$ cat src/rtl/dcache_ctrl.sv
// Direct-mapped, write-back / write-allocate data cache controller.
// Single-word backing-memory port; whole-line writeback then refill on a miss.
module dcache_ctrl #(
    parameter int DATA_WIDTH     = 32,
    parameter int ADDR_WIDTH     = 32,
    parameter int SETS           = 16,
    parameter int WORDS_PER_LINE = 4
) (
    input  logic                  clk_i,
    input  logic                  rst_i,
    input  logic                  req_i,
    input  logic                  we_i,
    input  logic [ADDR_WIDTH-1:0] addr_i,
    input  logic [DATA_WIDTH-1:0] wdata_i,
    output logic [DATA_WIDTH-1:0] rdata_o,
    output logic                  stall_o,
    output logic                  mem_req_o,
    output logic                  mem_we_o,
    output logic [ADDR_WIDTH-1:0] mem_addr_o,
    output logic [DATA_WIDTH-1:0] mem_wdata_o,
    input  logic [DATA_WIDTH-1:0] mem_rdata_i,
    input  logic                  mem_ack_i
);

    localparam int OFF_W = $clog2(WORDS_PER_LINE);
    localparam int IDX_W = $clog2(SETS);
    localparam int TAG_W = ADDR_WIDTH - IDX_W - OFF_W - 2;

    typedef enum logic [1:0] {IDLE, WRITEBACK, REFILL} state_t;

    state_t                state_q;
    logic [OFF_W-1:0]      cnt_q;
    logic [SETS-1:0]       valid_q;
    logic [SETS-1:0]       dirty_q;
    logic [TAG_W-1:0]      tag_q  [SETS];
    logic [DATA_WIDTH-1:0] data_q [SETS][WORDS_PER_LINE];

    logic [OFF_W-1:0] off;
    logic [IDX_W-1:0] idx;
    logic [TAG_W-1:0] tag;
    logic             hit, miss, last, unused_ok;

    assign off       = addr_i[OFF_W+1:2];
    assign idx       = addr_i[OFF_W+IDX_W+1:OFF_W+2];
    assign tag       = addr_i[ADDR_WIDTH-1:OFF_W+IDX_W+2];
    assign unused_ok = ^addr_i[1:0];

    assign hit  = (state_q == IDLE) && req_i && valid_q[idx] && (tag_q[idx] == tag);
    assign miss = (state_q == IDLE) && req_i && !hit;
    assign last = (cnt_q == OFF_W'(WORDS_PER_LINE - 1));

    // Reset forces the memory port quiet even while the FSM register still
    // holds a burst state, so an aborted transfer never issues another beat.
    assign stall_o     = rst_i ? req_i : ((state_q != IDLE) || miss);
    assign mem_req_o   = !rst_i && (state_q != IDLE);
    assign mem_we_o    = !rst_i && (state_q == WRITEBACK);
    assign mem_addr_o  = {(state_q == WRITEBACK) ? tag_q[idx] : tag, idx, cnt_q, 2'b00};
    assign mem_wdata_o = data_q[idx][cnt_q];
    assign rdata_o     = data_q[idx][off];

    always_ff @(posedge clk_i) begin
        if (rst_i) begin
            state_q <= IDLE;
            cnt_q   <= '0;
            valid_q <= '0;
            dirty_q <= '0;
        end else begin
            case (state_q)
                IDLE: begin
                    if (hit && we_i) dirty_q[idx] <= 1'b1;
                    if (miss) begin
                        cnt_q   <= '0;
                        state_q <= (valid_q[idx] && dirty_q[idx]) ? WRITEBACK : REFILL;
                    end
                end
                WRITEBACK: begin
                    if (mem_ack_i) begin
                        cnt_q <= cnt_q + OFF_W'(1);
                        if (last) state_q <= REFILL;
                    end
                end
                REFILL: begin
                    if (mem_ack_i) begin
                        cnt_q <= cnt_q + OFF_W'(1);
                        if (last) begin
                            valid_q[idx] <= 1'b1;
                            dirty_q[idx] <= 1'b0;
                            state_q      <= IDLE;
                        end
                    end
                end
                default: state_q <= IDLE;
            endcase
        end
    end

    // Data and tag storage carry no reset; validity alone gates their use.
    always_ff @(posedge clk_i) begin
        if (!rst_i) begin
            if (hit && we_i) data_q[idx][off] <= wdata_i;
            if (state_q == REFILL && mem_ack_i) begin
                data_q[idx][cnt_q] <= mem_rdata_i;
                if (last) tag_q[idx] <= tag;
            end
        end
    end

endmodule

$ cat config.mk
export PLATFORM = sky130hd
export DESIGN_NAME = dcache_ctrl
export DESIGN_NICKNAME = d
export VERILOG_FILES = /design/src/rtl/dcache_ctrl.sv
export SDC_FILE = /design/constraint.sdc
export NUM_CORES = 2
export LEC_CHECK = 0
export ABC_AREA = 1
export BUFFER_PORTS_ARGS = -buffer_cell sky130_fd_sc_hd__buf_2
export CORE_MARGIN = 10
export CORE_UTILIZATION = 50
export DETAILED_ROUTE_END_ITERATION = 10
export HOLD_SLACK_MARGIN = 0.1
export MAX_ROUTING_LAYER = met4
export PLACE_DENSITY = 0.7
export SYNTH_ARGS = -nofsm -noshare
export SYNTH_HDL_FRONTEND = slang
export SYNTH_SLANG_ARGS = --single-unit
$ cat constraint.sdc
create_clock -name clk_i -period 6.15 [get_ports clk_i]
set_input_delay 0.9225 -clock clk_i [delete_from_list [all_inputs] [get_ports clk_i]]
set_output_delay 0.9225 -clock clk_i [all_outputs]
set_load 0.01 [all_outputs]
==> results.txt <==
largest family of logic cells by synthesized area: compound AO/OA/AOI/OAI gates
leakage: 36.5 nW
area of the core: 0.190 sq mm
CP cell instances: buf_4, nand2_2, inv_8, buf_4, buf_12, a22oi_1, a21oi_1, or4_1, nor2_1, o21ai_0, buf_2
critical path's largest stage delay: 0.62 ns
fin cells: 9754
DP Area: 0.102 sq mm
Hold EP: tag_q[12][0]
Power Total: 36.1 mW
fmax: 181 MHz
Reg2Reg Depth: 9
Reg2Reg Capture Point: data_q[3][1]
Final HPWL DP: 159000 microns
layout cells sized above 1: 13.3%
Final Skew: 0.0461 ns
first-pass GRT wire length: 400000 microns
Hold Slack: 0.437 ns
H-Tree Depth: 4
final hold vios: 0
placement row count: 160
Synth Area in XOR/XNOR: 0%
grt met3 use: 5.05%
VDD IR-drop max: 0.000354 V
status: finished, final reports clean
final antenna-violating net count: 0
initial antenna violation count: 25
met2 GRT Util: 41.1%
peak fanout along the critical path: 114
Worst path slowest cell: o21ai_0
Yosys warnings: 0
Setup TNS: 0 ns
Initial Utilization: 50.3%
Chip Height: 458 microns
mux contribution to synthesized area: 0%
Max Cap Viol: 0
Resized cells post-CTS: 0
total die area: 0.210 sq mm
Simple-Gate Fraction of Synth Area: 7.60%
Synth-to-Final Area Change: 14.6%
Hold Path Class: input port to flop
Most Crowded Layer GR: met2
number of global-route vias before repair: 58.8k
WP data arrival: 4.60 ns
DRT Wirelength: 279000 microns
required time of the worst setup path: 5.23 ns
FF-to-FF Start: state_q[0]
post-synthesis cell count: 6744
IO Port Bufs: 195
Post-Syn Area: 0.0958 sq mm
wire length per cell: 28.6 microns
Rel. slew slack: 8.94%
Critical Path Start Type: input port
CP Capture Type: output port
most used cell, CP: buf_4
clock sinks: 2468
CTS Root Cell: clkbuf_16
sequential element share of the synthesized area: 77.0%
DRC Markers: 0
WHS Path Cells: 1
Cell variety after synth: 35
nets@finish: 7125
final setup fails: 0
cts hold-fix bufs: 0
CTS max path bufs: 3
I/O pins: 200
PD cells: 329 mW/mm^2
crit share post-route: 89.9%
minimum clock period after layout: 5.53 ns
Syn Area/Cell: 14.2 sq um
Die X: 458 microns
slew of the pin with the lowest slew margin: 1.37 ns
setup bufs post-CTS: 0
Yosys reg bits: 2468
GRT Util Overall: 26.5%
largest net degree at the start of global routing: 115
synthesized-area fraction occupied by adder cells: 0.0914%
hold path start: addr_i[8]
GRT overflow: 0
DRC violation total after the first TritonRoute iteration: 8768
CTS tree: built
Cells after DPL: 9297
via count: 61.4k
Final GP Congestion: 0.935
fin area: 0.110 sq mm
R2R Setup Slk: 1.93 ns
cts bufs inserted: 229
worst-skew pair later-pin latency: 0.90 ns
Slew Viols, Final: 0
Pre-Repair DR Iteration Count: 8
RSZ-0062 raised after global routing: false
Avg Vias per Cell: 6.29
met1 Resource Use GR: 33.2%
Critical Setup Path Class: input port to output port
Synth Area in Compound Gates: 12.8%
Worst-path clk slew: 0.06 ns
[cells by family after synthesis]
family	count (synthesis)
AO/OA/AOI/OAI	1912
adder cells (fa/ha/maj)	7
buffers and inverters	591
flip-flops	2468
other	1
AND/OR/NAND/NOR	1765
[per-layer routing]
| metal | vias to the layer above | routed length [microns] |
|---|---|---|
| li1 | 26400 | - |
| met5 | - | 0 |
| met2 | 3823 | 132000 |
| met3 | 725 | 28900 |
| met1 | 30500 | 101000 |
| met4 | 0 | 16500 |
[report_power, final]
group	internal, mW	leakage (nW)	switching, mW
Combinational	0.851	10.7	2.48
Sequential	18.7	22.1	0.0165
Clock	7.84	3.65	6.25
[state kept, by name, indices dropped and copies added (netlist names), named ones only]
name	count
data_q	2048
cnt_q	2
tag_q	384
state_q	2
valid_q	16
[critical path: cells and delay by family]
kind                   cells  cell delay (ns)
AO/OA/AOI/OAI              3             1.03
AND/OR/NAND/NOR            3             0.60
buffers and inverters      5             1.76
[per-stage QoR]
step | utilization [%] | setup WS [ns]
final | 57.7 | 0.624
after detailed placement | 53.7 | 0.697
after floorplan | - | 1.41
after global placement | 53.7 | 0.735
after global routing | 57.6 | 0.499
after CTS | 57.6 | 0.857
[cell usage in the layout (no fill, tap or decap), drive strengths merged, types with 2 or more instances in the layout]
cell      synthesis  layout
a21oi           578     578
a22oi          1034    1034
buf             183     483
bufinv            0      22
clkbuf          259     268
clkinv            2     129
clkinvlp          0       8
conb              1       2
dfxtp            36      36
diode             0      26
edfxtp         2432    2432
ha                7       7
inv             147     153
nand2          1252    1252
nand3           112     112
nand4            37      37
nor2            223     223
nor3              8       8
nor4             63      63
o211ai           32      32
o21ai           248     248
o21bai           10      10
o22ai             9       9
or2              35      35
or3               2       2
or4              31      31
[layout make-up]
| class | count | area, sq um |
|---|---|---|
| fill | 14200 | 80600 |
| sequential | 2468 | 73800 |
| multi-input combinational | 3686 | 20500 |
| clock buffer | 268 | 5920 |
| timing repair buffer | 483 | 4200 |
| tap | 2511 | 3140 |
| clock inverter | 163 | 1590 |
| inverter | 149 | 578 |
| antenna | 26 | 65.1 |
[how the worst max path moves through the flow]
stage                         start               to  slack [ns]  cells past startpoint
after floorplan           addr_i[5]    data_q[14][0]        1.41                     16
after global placement    addr_i[4]   data_q[10][75]        0.74                     20
after detailed placement  addr_i[4]   data_q[11][81]        0.70                     19
after CTS                 addr_i[4]       rdata_o[2]        0.86                     11
after global routing      addr_i[4]  mem_wdata_o[20]        0.50                     13
final                     addr_i[4]  mem_wdata_o[20]        0.62                     11
[synthesized netlist by cell type]
cell | instances | area (sq um)
edfxtp_1 | 2432 | 73000
nand2_1 | 1250 | 4690
a22oi_1 | 1034 | 7760
a21oi_1 | 578 | 2890
clkbuf_1 | 259 | 972
o21ai_0 | 242 | 1210
nor2_1 | 219 | 822
inv_1 | 144 | 541
nand3_1 | 112 | 561
buf_1 | 93 | 349
buf_2 | 68 | 340
nor4_1 | 63 | 394
dfxtp_1 | 36 | 721
or2_2 | 35 | 219
nand4_1 | 34 | 213
o211ai_1 | 32 | 240
or4_1 | 31 | 233
buf_4 | 18 | 135
o21bai_1 | 10 | 75.1
o22ai_1 | 9 | 56.3
nor3_1 | 8 | 40.0
ha_1 | 7 | 87.6
o21ai_1 | 6 | 30.0
buf_6 | 4 | 45.0
inv_2 | 3 | 11.3
nand4_2 | 3 | 37.5
nor2_2 | 3 | 18.8
clkinv_1 | 2 | 7.51
nand2_2 | 2 | 12.5
or3_1 | 2 | 12.5
a221o_1 | 1 | 10.0
conb_1 | 1 | 3.75
nand3b_1 | 1 | 7.51
nor2_4 | 1 | 11.3
nor3b_1 | 1 | 7.51
Note: power is estimated with default switching activity, not from simulation.
